==> config.mk <==
export PLATFORM = sky130hd
export DESIGN_NAME = serial_subtractor
export DESIGN_NICKNAME = d
export VERILOG_FILES = /design/src/rtl/serial_subtractor.sv
export SDC_FILE = /design/constraint.sdc
export NUM_CORES = 1
export LEC_CHECK = 0
export ABC_CLOCK_PERIOD_IN_PS = 4710
export CORE_ASPECT_RATIO = 1.25
export CORE_UTILIZATION = 50
export CTS_CLUSTER_SIZE = 28
export DETAILED_ROUTE_END_ITERATION = 6
export HOLD_SLACK_MARGIN = 0.06
export PLACE_DENSITY = 0.79
export SLEW_MARGIN = 10
export SYNTH_ARGS = -nofsm -noshare
export SYNTH_HDL_FRONTEND = slang
export SYNTH_SLANG_ARGS = --single-unit
==> constraint.sdc <==
create_clock -name clk -period 4.71 [get_ports clk]
set_input_delay 0.7065 -clock clk [delete_from_list [all_inputs] [get_ports clk]]
set_output_delay 0.7065 -clock clk [all_outputs]
set_load 0.02 [all_outputs]
==> src/rtl/serial_subtractor.sv <==
// Digit-serial 32-bit subtractor: in_1 - in_2 - b_in, DIGIT_W bits per clock, LSB slice first.
// Optional signed-overflow output ovf is built when SERIAL_SUB_OVF_FLAG_EN is defined.
module serial_subtractor #(
    parameter int DIGIT_W = 4
) (
    input  logic        clk,
    input  logic        rst_n,
    input  logic        start,
    input  logic [31:0] in_1,
    input  logic [31:0] in_2,
    input  logic        b_in,
    output logic        busy,
    output logic        done,
    output logic [31:0] diff,
    output logic        b_out
`ifdef SERIAL_SUB_OVF_FLAG_EN
    ,
    output logic        ovf
`endif
);

    localparam int N     = 32 / DIGIT_W;
    localparam int CNT_W = (N > 1) ? $clog2(N) : 1;
    localparam int ACC_W = 32 - DIGIT_W;

    typedef enum logic [1:0] {IDLE, BUSY, DONE} state_t;

    state_t             state, state_nxt;
    logic               accept;
    logic               last;
    logic [31:0]        op_a, op_b;
    logic [ACC_W-1:0]   acc;
    logic               borrow;
    logic [CNT_W-1:0]   cnt;
    logic [DIGIT_W:0]   slice_p0;
    logic [31:0]        diff_nxt;
`ifdef SERIAL_SUB_OVF_FLAG_EN
    logic               a_msb, b_msb;
`endif

    // Top bit of the (DIGIT_W+1)-bit result is the slice borrow-out.
    function automatic logic [DIGIT_W:0] sub_slice(input logic [DIGIT_W-1:0] a,
                                                    input logic [DIGIT_W-1:0] b,
                                                    input logic               bi);
        return {1'b0, a} - {1'b0, b} - {{DIGIT_W{1'b0}}, bi};
    endfunction

    assign accept   = start && (state != BUSY);
    assign last     = (cnt == CNT_W'(N - 1));
    assign slice_p0 = sub_slice(op_a[DIGIT_W-1:0], op_b[DIGIT_W-1:0], borrow);
    assign diff_nxt = {slice_p0[DIGIT_W-1:0], acc};
    assign busy     = (state == BUSY);
    assign done     = (state == DONE);

    always_ff @(posedge clk or negedge rst_n) begin
        if (!rst_n) state <= IDLE;
        else        state <= state_nxt;
    end

    always_comb begin
        state_nxt = state;
        case (state)
            IDLE:    if (start) state_nxt = BUSY;
            BUSY:    if (last) state_nxt = DONE;
            DONE:    state_nxt = start ? BUSY : IDLE;
            default: state_nxt = IDLE;
        endcase
    end

    // Operands shift right one digit per BUSY cycle; finished slices enter acc from the top.
    always_ff @(posedge clk or negedge rst_n) begin
        if (!rst_n) begin
            op_a   <= '0;
            op_b   <= '0;
            acc    <= '0;
            borrow <= 1'b0;
            cnt    <= '0;
            diff   <= '0;
            b_out  <= 1'b0;
`ifdef SERIAL_SUB_OVF_FLAG_EN
            a_msb  <= 1'b0;
            b_msb  <= 1'b0;
            ovf    <= 1'b0;
`endif
        end else if (accept) begin
            op_a   <= in_1;
            op_b   <= in_2;
            acc    <= '0;
            borrow <= b_in;
            cnt    <= '0;
`ifdef SERIAL_SUB_OVF_FLAG_EN
            a_msb  <= in_1[31];
            b_msb  <= in_2[31];
`endif
        end else if (state == BUSY) begin
            op_a   <= op_a >> DIGIT_W;
            op_b   <= op_b >> DIGIT_W;
            acc    <= diff_nxt[31:DIGIT_W];
            borrow <= slice_p0[DIGIT_W];
            cnt    <= cnt + CNT_W'(1);
            if (last) begin
                diff  <= diff_nxt;
                b_out <= slice_p0[DIGIT_W];
`ifdef SERIAL_SUB_OVF_FLAG_EN
                // Overflow = borrow into bit 31 XOR borrow out of bit 31.
                ovf   <= a_msb ^ b_msb ^ slice_p0[DIGIT_W-1] ^ slice_p0[DIGIT_W];
`endif
            end
        end
    end

endmodule

Word-level counts from Yosys, hierarchy flattened:

Index checks and enable logic that the tools add are counted.
W data, S select, Z words.

* register bits after elaboration: 131
* input port bits: 68
* output and inout port bits: 35

* add/sub/neg operators: 3
* equal/unequal tests: 6
* mux-type cells: 14
* bitwise operators: 1
* reductions and logical operators: 5

Operators with widths (count)
* $mux W32: 4
* $mux W28: 2
* $mux W3: 2
* $pmux W2 S3: 1
* $sub A4 B4 Y5: 1
* $sub A5 B1 Y5: 1
* $mux W2: 2
* $ne A2 B1 Y1 const B: 2
* $add A3 B1 Y3 const B: 1
* $eq A3 B3 Y1 const B: 1
* $mux W1: 3
* $reduce_and A3 Y1: 1
* $eq A2 B1 Y1 const B: 1
* $eq A2 B2 Y1 const B: 1
* $logic_not A2 Y1: 1
* $ne A2 B2 Y1 const B: 1
* $reduce_and A2 Y1: 1
* $reduce_bool A2 Y1: 1
* $logic_and A1 B1 Y1: 1
* $not A1 Y1: 1

Logic depth before layout (Yosys ltp):

* depth in word-level cells: 4
* depth in mapped cells: 7
* gate-level depth less buffers: 7

Least setup slack after synthesis:

Ideal clock, no wire load.

* kind: register to register
* from: register op_a[0]
* to: register acc[27]
* setup time: 134 ps
* arrival: 1671 ps
* required time: 4576 ps
* setup slack: 2905 ps
* cell stages (with the launch flop): 7
* buffers on the path: 0
* cells stage by stage: dfrtp_1 -> fa_1 -> inv_1 -> ha_1 -> o21ai_0 -> a211o_1 -> o311ai_1

* cells in the longest elaborated chain, start to end: 4

Ends and longest elaborated chain
* start, declared: line 31 `logic [31:0] op_a, op_b;`
* start signal, assigned: line 86 `op_a <= in_1;`
* start signal, assigned: line 96 `op_a <= op_a >> DIGIT_W;`
* $sub A4 B4 Y5: line 45 `return {1'b0, a} - {1'b0, b} - {{DIGIT_W{1'b0}}, bi};`
* $sub A5 B1 Y5: line 45
* $mux W28: line 95 `end else if (state == BUSY) begin`
* $mux W28: line 85 `end else if (accept) begin`
* end signal, assigned: line 98 `acc <= diff_nxt[31:DIGIT_W];`
* end, declared: line 32 `logic [ACC_W-1:0] acc;`

No other way between the ends. The select of a mux whose other input is x is not followed.
A chain may end at the register's enable or synchronous reset.

Worst setup path after layout:

* from: register state[1]
* to: output busy

* cells in the longest elaborated chain, start to end: 1

Ends and longest elaborated chain
* start, declared: line 28 `state_t state, state_nxt;`
* start signal, assigned: line 57 `else state <= state_nxt;`
* $eq A2 B1 Y1: line 52 `assign busy = (state == BUSY);`
* end, declared: line 12 `output logic busy,`

No other way between the ends.

==> results by group <==
Outcome
  • Outcome: finished clean

Timing
  • Slew margin rel.: 31.2%
  • Clock skew: 0.00723 ns
  • Hold Vio Cnt, Final: 0
  • Max Slew Vio Count: 0
  • RSZ-0062 raised after global routing: no
  • Fmax: 335 MHz
  • Final setup violation count: 0
  • Setup total negative slack: 0 ns
  • Final Cycle Share: 63.4%
  • Worst-Margin Slew: 1.03 ns
  • Tmin final: between 2 and 3 ns

Clocking
  • Max H-tree Level: 4
  • CTS Root Cell: clkbuf_16
  • CTS Sinks: 131
  • Clock latency on the worst-skew pair: about 0.4 ns
  • Post-CTS Setup Bufs: 0
  • CTS Buf Count: 17
  • Clock Tree Buf Depth: 2
  • Clock transition at the registers of the reported paths: 0.05 ns
  • # resized after CTS: 0
  • Hold-fix buffers, CTS: 0
  • CTS tree: done

Run
  • Max-cap viol count: 0

Finish
  • Share of layout cells above drive strength 1: 10.2%
  • Layout Cells excl Fill: between 700 and 800
  • Area of the multi-input gates: 2170 um^2
  • Most common cell after layout, fill and taps aside: dfrtp_1
  • Diodes inserted: 0
  • Nets: 685
  • Filler cell count: 837
  • Area grow syn2layout: 28.2%
  • Reg area: 3280 um^2
  • Commonest cells after routing, fill and taps aside: dfrtp_1, nand2_1, clkdlybuf4s50_1

Synth
  • Synthesized area per cell: 11.0 um^2
  • Yosys reg bits: 131
  • Net Count, Synth: 595
  • Post-synthesis cell type count: 28
  • Yosys warns: 0
  • Sequential area share after synthesis: 57.5%
  • Post-Synthesis Cells: 517
  • Post-Syn Area: roughly 5700 um^2

Global routing
  • Vias in the first global route: 4,145
  • Tot GR Track Use: 20.4%
  • Initial antenna violation count: 0
  • Largest net degree at the start of global routing: 128
  • Grt ovf: 0
  • First-pass GRT wire length: 19,000 um

Power and ir drop
  • PwrDens: 669 nW/um^2
  • VDD IR max: 327 uV
  • Pleak: 3.37 nW

Critical path
  • Reg-to-reg setup timing slack: 2.22 ns
  • Worst Path Max Fanout: 50
  • CP startpoint kind: register
  • CP Cell Sequence: nand2b_1 > inv_4 > clkdlybuf4s50_1
  • Critical path capture point type: primary output
  • CP arrival: roughly 2.3 ns
  • Required time of the worst setup path: ~4.0 ns
  • CP max-delay cell: clkdlybuf4s50_1
  • Slowest stage delay, CP: between 0.7 and 0.8 ns
  • Kind of critical path: reg2out

Detailed routing
  • Drt drc: 0
  • Routed WL: 11,300 um
  • DR pass1 iterations: 4
  • Post-DRT Antenna Nets: 0
  • Mean number of vias per cell: approximately 5.3
  • Via count: 4,018
  • 1st-iter DRT viols: 169
  • Avg WL per Cell: 15.0 um

Die
  • CORE AREA: 11,100 um^2
  • Die area: 11,800 um^2
  • Site row count: 43
  • Die W: 97.5 um
  • Initial Util: 51.4%
  • IO Pins: 103
  • DIE HEIGHT: 121 um

Place
  • Placer Congestion: around 0.75
  • Placed insts: 723
  • HPWL Detailed: 7480 um
  • IO buf count: 102

Worst hold path
  • Hold Crit Class: in2async
-- report_power, final --
group	total, mW	switching [mW]	internal [mW]
Combinational	1.67	0.914	0.751
Clock	1.31	0.458	0.856
Sequential	1.91	0.298	1.61
Total	4.89	1.67	3.22
-- critical path, delay by kind of cell, from the launching register on --
family        cells  cell delay, ns
buf+inv           2            1.16
simple gates      1            0.34
flops             1            0.38
-- final timing paths --
kind | start | endpoint | cells after the start
max in group asynchronous | rst_n | acc[2] | 2
min in group clk | op_a[17] | op_a[13] | 2
worst min register to register | op_a[17] | op_a[13] | 2
worst min-delay path | rst_n | diff[6] | 1
worst max-delay path | state[1] | busy | 3
worst max register to register | state[1] | op_b[8] | 4
-- kinds of logic after synthesis --
kind of cell             Yosys count  share of synthesized area [%]
flip-flops                       131                           57.5
AND/OR/NAND/NOR                  136                           9.46
buffers and inverters             47                           4.35
adder cells (fa/ha/maj)           10                           2.46
AO/OA/AOI/OAI                     99                           9.11
multiplexers                      92                           16.8
XOR/XNOR                           2                          0.307
-- Yosys cell counts --
library cell / instances / area, um^2
o21ai_1: 4 / 20.0
buf_2: 11 / 55.1
a211o_1: 2 / 17.5
fa_1: 2 / 40.0
mux2_2: 28 / 315
nand3b_2: 1 / 11.3
a31oi_1: 2 / 12.5
xnor2_1: 2 / 17.5
clkbuf_2: 1 / 5.00
o311ai_1: 1 / 8.76
ha_1: 8 / 100
o211a_1: 1 / 10.0
a2bb2oi_1: 1 / 8.76
clkbuf_1: 10 / 37.5
nand2b_1: 1 / 6.26
nor2b_1: 3 / 18.8
inv_2: 1 / 3.75
nand3_1: 5 / 25.0
o21ai_0: 87 / 435
mux2i_1: 64 / 641
o22ai_1: 1 / 6.26
dfrtp_1: 131 / 3280
nand2_1: 114 / 428
inv_1: 12 / 45.0
nor2_1: 10 / 37.5
nand4_1: 2 / 12.5
buf_6: 3 / 33.8
buf_4: 9 / 67.6
-- flip-flops by register name, summed over array words and instances, names as in the netlist --
name / cells
acc: 28
b_out: 1
borrow: 1
cnt: 3
diff: 32
op_a: 32
op_b: 32
state: 2
-- area by class of cell --
| cell class | count | share of cell area (%) |
|---|---|---|
| Sequential cell | 131 | 44.9 |
| Multi-Input combinational cell | 339 | 29.7 |
| Timing Repair Buffer | 105 | 14.3 |
| Clock buffer | 22 | 6.35 |
| Tap cell | 135 | 2.31 |
| Clock inverter | 9 | 1.78 |
| Inverter | 13 | 0.702 |
-- layer usage --
layer,up-vias,GRT usage (%),routed length (um)
met5,-,0,0
met4,0,7.26,151
met3,14,6.80,626
met2,100,35.2,5870
met1,1971,23.8,4650
li1,1933,-,-
-- per-stage QoR --
step | worst slack [ns] | cell area [um^2] | power (mW) | hold WS (ns) | util, %
2_1_floorplan | 2.90 | 5700 | 3.00 | 0.411 | -
3_3_place_gp | 2.19 | 6710 | 3.49 | 0.458 | 60.6
3_5_place_dp | 2.17 | 6710 | 3.60 | 0.464 | 60.6
4_1_cts | 1.71 | 7310 | 4.94 | 0.441 | 65.9
5_1_grt | 1.58 | 7310 | 5.23 | 0.460 | 65.9
6_report | 1.72 | 7310 | 4.89 | 0.391 | 65.9
Note: power is estimated with default switching activity, not from simulation.
